--- src/rtl/fifo_rd_ctrl_pkg.sv ---
// Shared helpers for the async FIFO pointer logic (read and write controllers).
// bin2gray / gray2bin work on a 32-bit container. Zero-extended narrower
// pointers convert correctly; callers cast the result back to pointer width.
package fifo_rd_ctrl_pkg;

    localparam int unsigned FN_W = 32;

    // Binary to reflected Gray code.
    function automatic logic [FN_W-1:0] bin2gray(input logic [FN_W-1:0] b);
        return b ^ (b >> 1);
    endfunction

    // Gray to binary: each binary bit is the XOR of all Gray bits at or above it.
    function automatic logic [FN_W-1:0] gray2bin(input logic [FN_W-1:0] g);
        logic [FN_W-1:0] b;
        b = g;
        for (int i = 1; i < int'(FN_W); i++) begin
            b = b ^ (g >> i);
        end
        return b;
    endfunction

endpackage

--- src/rtl/fifo_rd_ctrl_if.sv ---
// First-word-fall-through output stream of the FIFO read side.
//   m_data  : output data word
//   m_valid : m_data holds a word
//   m_ready : consumer accepts m_data this cycle
interface fifo_rd_ctrl_if #(
    parameter int unsigned WIDTH = 8
);
    logic [WIDTH-1:0] m_data;
    logic             m_valid;
    logic             m_ready;

    modport master (output m_data, output m_valid, input m_ready);
    modport slave  (input m_data, input m_valid, output m_ready);
endinterface

--- src/rtl/fifo_rd_ctrl_sync_2ff.sv ---
// Two-flop synchronizer for a Gray-coded pointer crossing clock domains.
//   clk, rst_n : destination clock, async active-low reset (clears to 0)
//   i_d        : source-domain registered value
//   o_q        : synchronized value (second stage)
module fifo_rd_ctrl_sync_2ff #(
    parameter int unsigned W = 1
) (
    input  logic         clk,
    input  logic         rst_n,
    input  logic [W-1:0] i_d,
    output logic [W-1:0] o_q
);

    logic [W-1:0] r_q1;
    logic [W-1:0] r_q2;

    always_ff @(posedge clk or negedge rst_n) begin
        if (!rst_n) begin
            r_q1 <= '0;
            r_q2 <= '0;
        end else begin
            r_q1 <= i_d;
            r_q2 <= r_q1;
        end
    end

    assign o_q = r_q2;

endmodule

--- src/rtl/fifo_rd_ctrl.sv ---
// Read-domain controller of the async FIFO.
// Owns the read pointer (binary + Gray), synchronizes the write Gray pointer,
// produces empty / almost_empty / rd_level and feeds a FWFT output register.
//   r_clk, r_rst_n  : read clock, async active-low reset
//   wptr_gray_async : write Gray pointer (unsynchronized)
//   rptr_gray       : registered read Gray pointer to the write domain
//   raddr, rd_rq    : fifo_mem read address / read request (rd_rq = pop)
//   empty           : registered empty flag, also to fifo_mem
//   rdata_mem       : fifo_mem read data
//   m_if            : output stream (m_data / m_valid / m_ready)
//   rd_level        : words in memory, excluding the output register
//   almost_empty    : rd_level <= AE_THRESH
module fifo_rd_ctrl
    import fifo_rd_ctrl_pkg::*;
#(
    parameter  int unsigned WIDTH     = 8,
    parameter  int unsigned DEPTH     = 16,
    parameter  int unsigned AE_THRESH = 2,
    localparam int unsigned ADDR_W    = $clog2(DEPTH)
) (
    input  logic                r_clk,
    input  logic                r_rst_n,
    input  logic [ADDR_W:0]     wptr_gray_async,
    output logic [ADDR_W:0]     rptr_gray,
    output logic [ADDR_W-1:0]   raddr,
    output logic                rd_rq,
    output logic                empty,
    input  logic [WIDTH-1:0]    rdata_mem,
    fifo_rd_ctrl_if.master      m_if,
    output logic [ADDR_W:0]     rd_level,
    output logic                almost_empty
);

    localparam int unsigned PTR_W = ADDR_W + 1;

    typedef logic [PTR_W-1:0] ptr_t;

    // Registered state
    ptr_t             r_rptr_bin;
    ptr_t             r_rptr_gray;
    ptr_t             r_level;
    logic             r_empty;
    logic             r_ae;
    logic             r_m_valid;
    logic [WIDTH-1:0] r_m_data;

    // Combinational next-state
    ptr_t             w_wq2;
    ptr_t             w_wbin_s;
    ptr_t             w_rptr_nxt;
    ptr_t             w_rptr_gray_nxt;
    ptr_t             w_level_nxt;
    logic             w_pop;
    logic             w_empty_nxt;
    logic             w_ae_nxt;
    logic             w_m_valid_nxt;
    logic [WIDTH-1:0] w_m_data_nxt;

    // Bring the write Gray pointer into the read domain.
    fifo_rd_ctrl_sync_2ff #(
        .W (PTR_W)
    ) u_wptr_sync (
        .clk   (r_clk),
        .rst_n (r_rst_n),
        .i_d   (wptr_gray_async),
        .o_q   (w_wq2)
    );

    // Pop decision, pointer advance, flags and output-register next state.
    always_comb begin
        w_wbin_s        = PTR_W'(gray2bin(FN_W'(w_wq2)));
        w_pop           = 1'b0;
        w_rptr_nxt      = r_rptr_bin;
        w_rptr_gray_nxt = r_rptr_gray;
        w_level_nxt     = r_level;
        w_empty_nxt     = r_empty;
        w_ae_nxt        = r_ae;
        w_m_valid_nxt   = r_m_valid;
        w_m_data_nxt    = r_m_data;

        // Fetch a new word whenever the output register is free or being drained.
        w_pop = !r_empty && (!r_m_valid || m_if.m_ready);

        w_rptr_nxt      = r_rptr_bin + PTR_W'(w_pop);
        w_rptr_gray_nxt = PTR_W'(bin2gray(FN_W'(w_rptr_nxt)));

        // The wrap bit makes the Gray compare exact across laps.
        w_empty_nxt = (w_rptr_gray_nxt == w_wq2);
        w_level_nxt = w_wbin_s - w_rptr_nxt;
        w_ae_nxt    = (w_level_nxt <= PTR_W'(AE_THRESH));

        if (w_pop) begin
            w_m_valid_nxt = 1'b1;
            w_m_data_nxt  = rdata_mem;
        end else if (r_m_valid && m_if.m_ready) begin
            w_m_valid_nxt = 1'b0;
        end
    end

    // State registers.
    always_ff @(posedge r_clk or negedge r_rst_n) begin
        if (!r_rst_n) begin
            r_rptr_bin  <= '0;
            r_rptr_gray <= '0;
            r_level     <= '0;
            r_empty     <= 1'b1;
            r_ae        <= 1'b1;
            r_m_valid   <= 1'b0;
            r_m_data    <= '0;
        end else begin
            r_rptr_bin  <= w_rptr_nxt;
            r_rptr_gray <= w_rptr_gray_nxt;
            r_level     <= w_level_nxt;
            r_empty     <= w_empty_nxt;
            r_ae        <= w_ae_nxt;
            r_m_valid   <= w_m_valid_nxt;
            r_m_data    <= w_m_data_nxt;
        end
    end

    assign rptr_gray    = r_rptr_gray;
    assign raddr        = r_rptr_bin[ADDR_W-1:0];
    assign rd_rq        = w_pop;
    assign empty        = r_empty;
    assign rd_level     = r_level;
    assign almost_empty = r_ae;
    assign m_if.m_data  = r_m_data;
    assign m_if.m_valid = r_m_valid;

endmodule

--- src/flat_wrapper.sv ---
// flat-port wrapper written by rule: the top's interface ports become plain ports
module fifo_rd_ctrl_flat import fifo_rd_ctrl_pkg::*;
#(
    parameter  int unsigned WIDTH     = 8,
    parameter  int unsigned DEPTH     = 16,
    parameter  int unsigned AE_THRESH = 2,
    localparam int unsigned ADDR_W    = $clog2(DEPTH)
)
  (r_clk, r_rst_n, wptr_gray_async, rptr_gray, raddr, rd_rq, empty, rdata_mem, rd_level, almost_empty, m_if_m_data, m_if_m_valid, m_if_m_ready);
  fifo_rd_ctrl_if #(.WIDTH(WIDTH)) m_if_i ();
  input  logic r_clk;
  input  logic r_rst_n;
  input  logic [ADDR_W:0] wptr_gray_async;
  output logic [ADDR_W:0] rptr_gray;
  output logic [ADDR_W-1:0] raddr;
  output logic rd_rq;
  output logic empty;
  input  logic [WIDTH-1:0] rdata_mem;
  output logic [ADDR_W:0] rd_level;
  output logic almost_empty;
  output wire logic [$bits(m_if_i.m_data)-1:0] m_if_m_data;
  output wire logic [$bits(m_if_i.m_valid)-1:0] m_if_m_valid;
  input wire logic [$bits(m_if_i.m_ready)-1:0] m_if_m_ready;
  assign m_if_m_data = m_if_i.m_data;
  assign m_if_m_valid = m_if_i.m_valid;
  assign m_if_i.m_ready = m_if_m_ready;
  fifo_rd_ctrl #(.WIDTH(WIDTH), .DEPTH(DEPTH), .AE_THRESH(AE_THRESH)) u_core (.r_clk(r_clk), .r_rst_n(r_rst_n), .wptr_gray_async(wptr_gray_async), .rptr_gray(rptr_gray), .raddr(raddr), .rd_rq(rd_rq), .empty(empty), .rdata_mem(rdata_mem), .m_if(m_if_i), .rd_level(rd_level), .almost_empty(almost_empty));
endmodule
--- config.mk ---
export PLATFORM = sky130hd
export DESIGN_NAME = fifo_rd_ctrl_flat
export DESIGN_NICKNAME = d
export VERILOG_FILES = /design/src/rtl/fifo_rd_ctrl_pkg.sv /design/src/rtl/fifo_rd_ctrl_if.sv /design/src/rtl/fifo_rd_ctrl_sync_2ff.sv /design/src/rtl/fifo_rd_ctrl.sv /design/src/flat_wrapper.sv
export SDC_FILE = /design/constraint.sdc
export NUM_CORES = 1
export LEC_CHECK = 0
export ABC_AREA = 1
export BUFFER_PORTS_ARGS = -buffer_cell sky130_fd_sc_hd__buf_2
export CAP_MARGIN = 25
export CORE_MARGIN = 5
export CORE_UTILIZATION = 50
export DETAILED_ROUTE_END_ITERATION = 16
export GPL_ROUTABILITY_DRIVEN = 0
export PLACE_DENSITY = 0.76
export RECOVER_POWER = 25
export SETUP_SLACK_MARGIN = 0.05
export SLEW_MARGIN = 10
export SYNTH_ARGS = -nofsm -noshare
export SYNTH_HDL_FRONTEND = slang
export SYNTH_SLANG_ARGS = --single-unit
--- constraint.sdc ---
create_clock -name r_clk -period 4.31 [get_ports r_clk]
set_input_delay 0.2155 -clock r_clk [delete_from_list [all_inputs] [get_ports r_clk]]
set_output_delay 0.2155 -clock r_clk [all_outputs]
set_load 0.03 [all_outputs]
Word level (Yosys, flattened, before mapping)
Index checks and enable logic that the tools add are counted.
{"block": "totals", "regBits": 36, "inputBits": 16, "out_inout_bits": 26}
{"block": "classes", "addsub": 2, "n_lt_le_gt_ge": 1, "n_eq_ne": 1, "reduce_logical": 6, "bitwise": 5, "n_mux": 2}
{"cell": "bitwise XOR 5 x 4 -> 5 bit", "count": 2}
{"cell": "adder 5 x 1 -> 5 bit", "count": 1}
{"cell": "equality test 5 bit", "count": 1}
{"cell": "<= comparator 5 x 2 -> 1 bit (second input constant)", "count": 1}
{"cell": "subtractor 5 bit", "count": 1}
{"cell": "bitwise XOR 5 x 1 -> 5 bit", "count": 1}
{"cell": "bitwise XOR 5 x 2 -> 5 bit", "count": 1}
{"cell": "bitwise XOR 5 x 3 -> 5 bit", "count": 1}
{"cell": "logical AND 1 bit", "count": 2}
{"cell": "logical NOT 1 bit", "count": 2}
{"cell": "two-way mux 1 bit", "count": 2}
{"cell": "nonzero test 2 bit", "count": 1}
{"cell": "logical OR 1 bit", "count": 1}

Logic depth before layout (Yosys ltp)
{"block": "logic_depth", "ltp_word": 6, "mapped_depth": 16, "ltp_nobuf": 16}

Cells and area by module
A second synthesis with hierarchy kept.
{"block": "hier_totals", "cells_unflattened": 172, "hier_area_um2": 1627.8}
{"module": "fifo_rd_ctrl", "n_inst": 1, "area_each_um2": 1377.6, "seq_area_each_um2": 628.1, "cells_per_inst": 162}
{"module": "fifo_rd_ctrl_sync_2ff", "n_inst": 1, "area_each_um2": 250.2, "seq_area_each_um2": 250.2, "cells_per_inst": 10}

Least setup slack after synthesis
Ideal clock, no wire load.
{"block": "synth_path", "path_type": "reg2reg", "start": "reg u_core.r_m_valid, in the netlist u_core.m_if.m_valid", "end": "reg u_core.r_ae, in the netlist u_core.almost_empty", "setup_slack_ps": 1717, "path_stages_with_launch": 13, "required_time_ps": 4243, "arrival_time_ps": 2526, "path_cell_list": "dfrtp_1 > a21oi_2 > ha_1 > ha_1 > nand2_1 > nand2_2 > inv_6 > ha_1 > nand2_1 > nand3b_1 > nand3_1 > nand3_1 > nor2_1"}
{"block": "synth_via", "elab_chain_len": 6}
{"item": "start, declared", "line_no": "fifo_rd_ctrl.sv:44", "source": "logic r_m_valid;"}
{"item": "start signal, assigned", "line_no": "fifo_rd_ctrl.sv:116", "source": "r_m_valid <= w_m_valid_nxt;"}
{"item": "logical NOT 1 bit", "line_no": "fifo_rd_ctrl.sv:82", "source": "w_pop = !r_empty && (!r_m_valid || m_if.m_ready);"}
{"item": "logical OR 1 bit", "line_no": "fifo_rd_ctrl.sv:82"}
{"item": "logical AND 1 bit", "line_no": "fifo_rd_ctrl.sv:82"}
{"item": "net rd_rq", "line_no": "flat_wrapper.sv:16", "source": "output logic rd_rq;"}
{"item": "adder 5 x 1 -> 5 bit", "line_no": "fifo_rd_ctrl.sv:84", "source": "w_rptr_nxt = r_rptr_bin + PTR_W'(w_pop);"}
{"item": "net u_core.w_rptr_nxt[2]", "line_no": "fifo_rd_ctrl.sv:50", "source": "ptr_t w_rptr_nxt;"}
{"item": "subtractor 5 bit", "line_no": "fifo_rd_ctrl.sv:89", "source": "w_level_nxt = w_wbin_s - w_rptr_nxt;"}
{"item": "<= comparator 5 x 2 -> 1 bit", "line_no": "fifo_rd_ctrl.sv:90", "source": "w_ae_nxt = (w_level_nxt <= PTR_W'(AE_THRESH));"}
{"item": "net u_core.w_ae_nxt", "line_no": "fifo_rd_ctrl.sv:55", "source": "logic w_ae_nxt;"}
{"item": "end signal, assigned", "line_no": "fifo_rd_ctrl.sv:115", "source": "r_ae <= w_ae_nxt;"}
{"item": "end, declared", "line_no": "fifo_rd_ctrl.sv:43", "source": "logic r_ae;"}
The timed path passes the listed nets, and every way through them passes these cells.
A chain may end at the register's enable or synchronous reset.

Worst setup path after layout
{"block": "layout_path", "start": "reg u_core.r_m_valid, in the netlist u_core.m_if.m_valid", "end": "reg u_core.r_ae, in the netlist u_core.almost_empty"}
{"block": "layout_via", "elab_chain_len": 6}
{"item": "logical NOT 1 bit", "line_no": "fifo_rd_ctrl.sv:82"}
{"item": "logical OR 1 bit", "line_no": "fifo_rd_ctrl.sv:82"}
{"item": "logical AND 1 bit", "line_no": "fifo_rd_ctrl.sv:82"}
{"item": "adder 5 x 1 -> 5 bit", "line_no": "fifo_rd_ctrl.sv:84"}
{"item": "net u_core.w_rptr_nxt[2]", "line_no": "fifo_rd_ctrl.sv:50"}
{"item": "subtractor 5 bit", "line_no": "fifo_rd_ctrl.sv:89"}
{"item": "<= comparator 5 x 2 -> 1 bit", "line_no": "fifo_rd_ctrl.sv:90"}
{"item": "net u_core.w_ae_nxt", "line_no": "fifo_rd_ctrl.sv:55"}
The timed path passes the listed nets, and every way through them passes these cells.

==> results.txt <==
die height - 66.6 µm
Num CTS Buffers - 5
DRC errors left - 0
nature of the critical path endpoint - flop
sequential cell area fraction in the yosys report - 0.549
cell area after synthesis - 1600 µm²
setup TNS - 0 ps
clock period minus worst slack - 2500 ps
Resized Gates After CTS - 0
leakage - 0.00111 µW
Overflow after GRT - 0
# rows - 20
synth warn - 0
Fin. Hold Viols - 0
fin crit share - 0.581
WHS - 65.5 ps
flop-to-flop setup slack - 1810 ps
Worst path slowest cell - dfrtp_1
maxcap violations - 1
Switch Pwr - 747 µW
final antenna-violating net count - 0
Yosys reg bits - 35
hold depth - 3
WL/cell - 10.5 µm
Worst Hold End - u_core.m_if.m_data[3]
port bufs - 41
core footprint - 3050 µm²
HP Start - rdata_mem[3]
area of the die - 4430 µm²
arrival time worst endpoint - 2780 ps
Initial Util - 0.524
Avg Inst Size Synth - 9.41 µm²
Rel. slew slack - -0.154
run status - finished with violations
Antenna diodes - 0
Worst Path Required - 4590 ps
CP peak stage delay - 420 ps
Avg Vias per Cell - 4.51
synth unique cells - 19
most frequent cells in the layout - nand2_1, buf_2, dfrtp_1, inv_1, nand3_1
pin count of the biggest net entering global routing - 36
DIE WIDTH - 66.6 µm
I/O pins - 42
r2r endpoint - u_core.almost_empty
first-pass GRT wire length - 4950 µm
GRT Util Overall - 0.154
CP startpoint kind - flop
CTS tree - done
Fmax - 0.400 GHz
Fin Clk Skew - 12.7 ps
CTS HTree Levels - 2
Fillers - 272
CTS clk-pin slew, worst paths - 110 ps
Hold Crit Class - input pin to flop
Max Root-Sink Buffers - 2
register area - 878 µm²
RSZ-0062 raised after global routing - false
number of global-route vias before repair - 1123
Seq pwr share - 0.313
Clk pwr share - 0.150
layout cells sized above 1 - 0.267
HPWL after detailed placement - 2140 µm
Clk Latency, worst-skew pair - 340 ps
switching share of total power - 0.463
Slew Viols, Final - 36
R2R depth - 12
critical-path cell list - a21oi_2 > ha_1 > ha_1 > nand2_1 > nand2_2 > inv_6 > ha_1 > nand2_1 > nand3b_1 > nand3_1 > nand3_1 > nor2_1
syn nets - 193
Internal - 868 µW
Total Wirelength - 2820 µm
Critical Path Most Common Cell - ha_1
Comb power frac - 0.537
power per standard cell area - 806 nW/µm²
synthesis-to-finish area growth - 25.3%
initial DRC count - 38
DR vias - 1212
footprint of the multi-input gates - 626 µm²
Worst-Margin Slew - 1730 ps
Final setup viols - 0
initial antenna violation count - 0
CP Class - flop to flop
reg-to-reg critical path startpoint - u_core.m_if.m_valid
maximum vdd drop - 0.000390 V
CTS Sinks - 35
Gate Count Post-Synth - 170
failing checks - max-capacitance violations, max-slew violations
number of iterations in the first detailed-routing pass - 4
Layout Nets - 247
commonest non-fill, non-tap cell in the layout - nand2_1
clock root buffer master - clkbuf_4
crit-path max FO - 12
[sequential cells by signal (all words and copies together) (netlist names)]
signal,count
u_core.r_rptr_bin,5
u_core.rptr_gray,4
u_core.u_wptr_sync.r_q1,5
u_core.almost_empty,1
u_core.rd_level,5
u_core.m_if.m_data,8
u_core.empty,1
u_core.u_wptr_sync.o_q,5
u_core.m_if.m_valid,1
[synth_stat cells]
library cell	instances	area share
ha_1	7	0.055
xnor2_4	1	0.017
inv_2	1	0.0023
nand3_2	2	0.013
a21oi_2	1	0.0055
nand3_1	13	0.041
nand3b_1	1	0.0047
nor2_1	4	0.0094
nand2_2	3	0.012
xor2_2	3	0.031
inv_6	1	0.0055
inv_1	22	0.052
xnor2_1	2	0.011
a21oi_1	1	0.0031
and2_1	2	0.0078
dfrtp_1	33	0.52
nand2_1	66	0.15
xor2_1	5	0.027
dfstp_2	2	0.033
[kinds of logic (layout without fill, tap and decap cells)]
kind of cell,Yosys count,after routing,share of synthesized area
xor gates and xnor gates,11,11,0.0861
DFF,35,35,0.549
AOI/OAI and AO/OA,2,2,0.00861
adders and majority gates,7,7,0.0548
buffers and inverters,24,79,0.0595
and+or+nand+nor,91,91,0.242
[per-stage QoR]
step,worst slack (ps),utilization,power (µW),std cells,instance area (µm²)
floorplan,1720,-,1170,170,1600
global placement,1890,0.609,1380,255,1860
detailed placement,1850,0.609,1380,255,1860
CTS,1790,0.657,1640,269,2010
global route,1590,0.656,1760,269,2000
finish,1810,0.656,1620,269,2000
[critical path, delay by kind of cell (launching register included)]
kind	cells	cell delay (ps)
buffers and inverters	1	60
adders and majority gates	3	760
DFF	1	420
and+or+nand+nor	7	780
AOI/OAI and AO/OA	1	410
[area by class of cell]
type,instances,share of cell area
clock buffers,6,0.0256
clock inverters,2,0.0175
inverters,24,0.0475
multi-input cells,111,0.312
flip-flops and latches,35,0.438
well taps,44,0.0275
repair buffers,47,0.131
[routing by layer]
metal | track usage | vias to the layer above | part of all wire
met5 | 0 | - | 0
met4 | 0.0609 | 0 | 0.018
li1 | - | 626 | -
met3 | 0.0590 | 5 | 0.066
met2 | 0.233 | 32 | 0.47
met1 | 0.197 | 549 | 0.44
[timing repair]
item | CTS | global route
setup buffers | 0 | 0
hold endpoints to repair | 38 | 0
hold buffers | 6 | 0
[power groups by stage]
stage | Sequential (µW) | Clock (µW) | Combinational [µW]
2_1_floorplan | 720 | 0 | 447
3_3_place_gp | 513 | 0 | 862
3_5_place_dp | 513 | 0 | 870
4_1_cts | 508 | 248 | 881
5_1_grt | 523 | 273 | 967
6_report | 506 | 242 | 867
[worst max-delay path by stage]
stage | startpoint | slack, ps | cells past startpoint | to
after floorplan | u_core.m_if.m_valid | 1720 | 12 | u_core.almost_empty
after global placement | u_core.m_if.m_valid | 1890 | 12 | u_core.almost_empty
after detailed placement | u_core.m_if.m_valid | 1850 | 12 | u_core.almost_empty
after CTS | u_core.m_if.m_valid | 1790 | 12 | u_core.almost_empty
after global routing | u_core.m_if.m_valid | 1590 | 14 | u_core.almost_empty
final | u_core.m_if.m_valid | 1810 | 12 | u_core.almost_empty
Power figures use the tool's default switching activity.
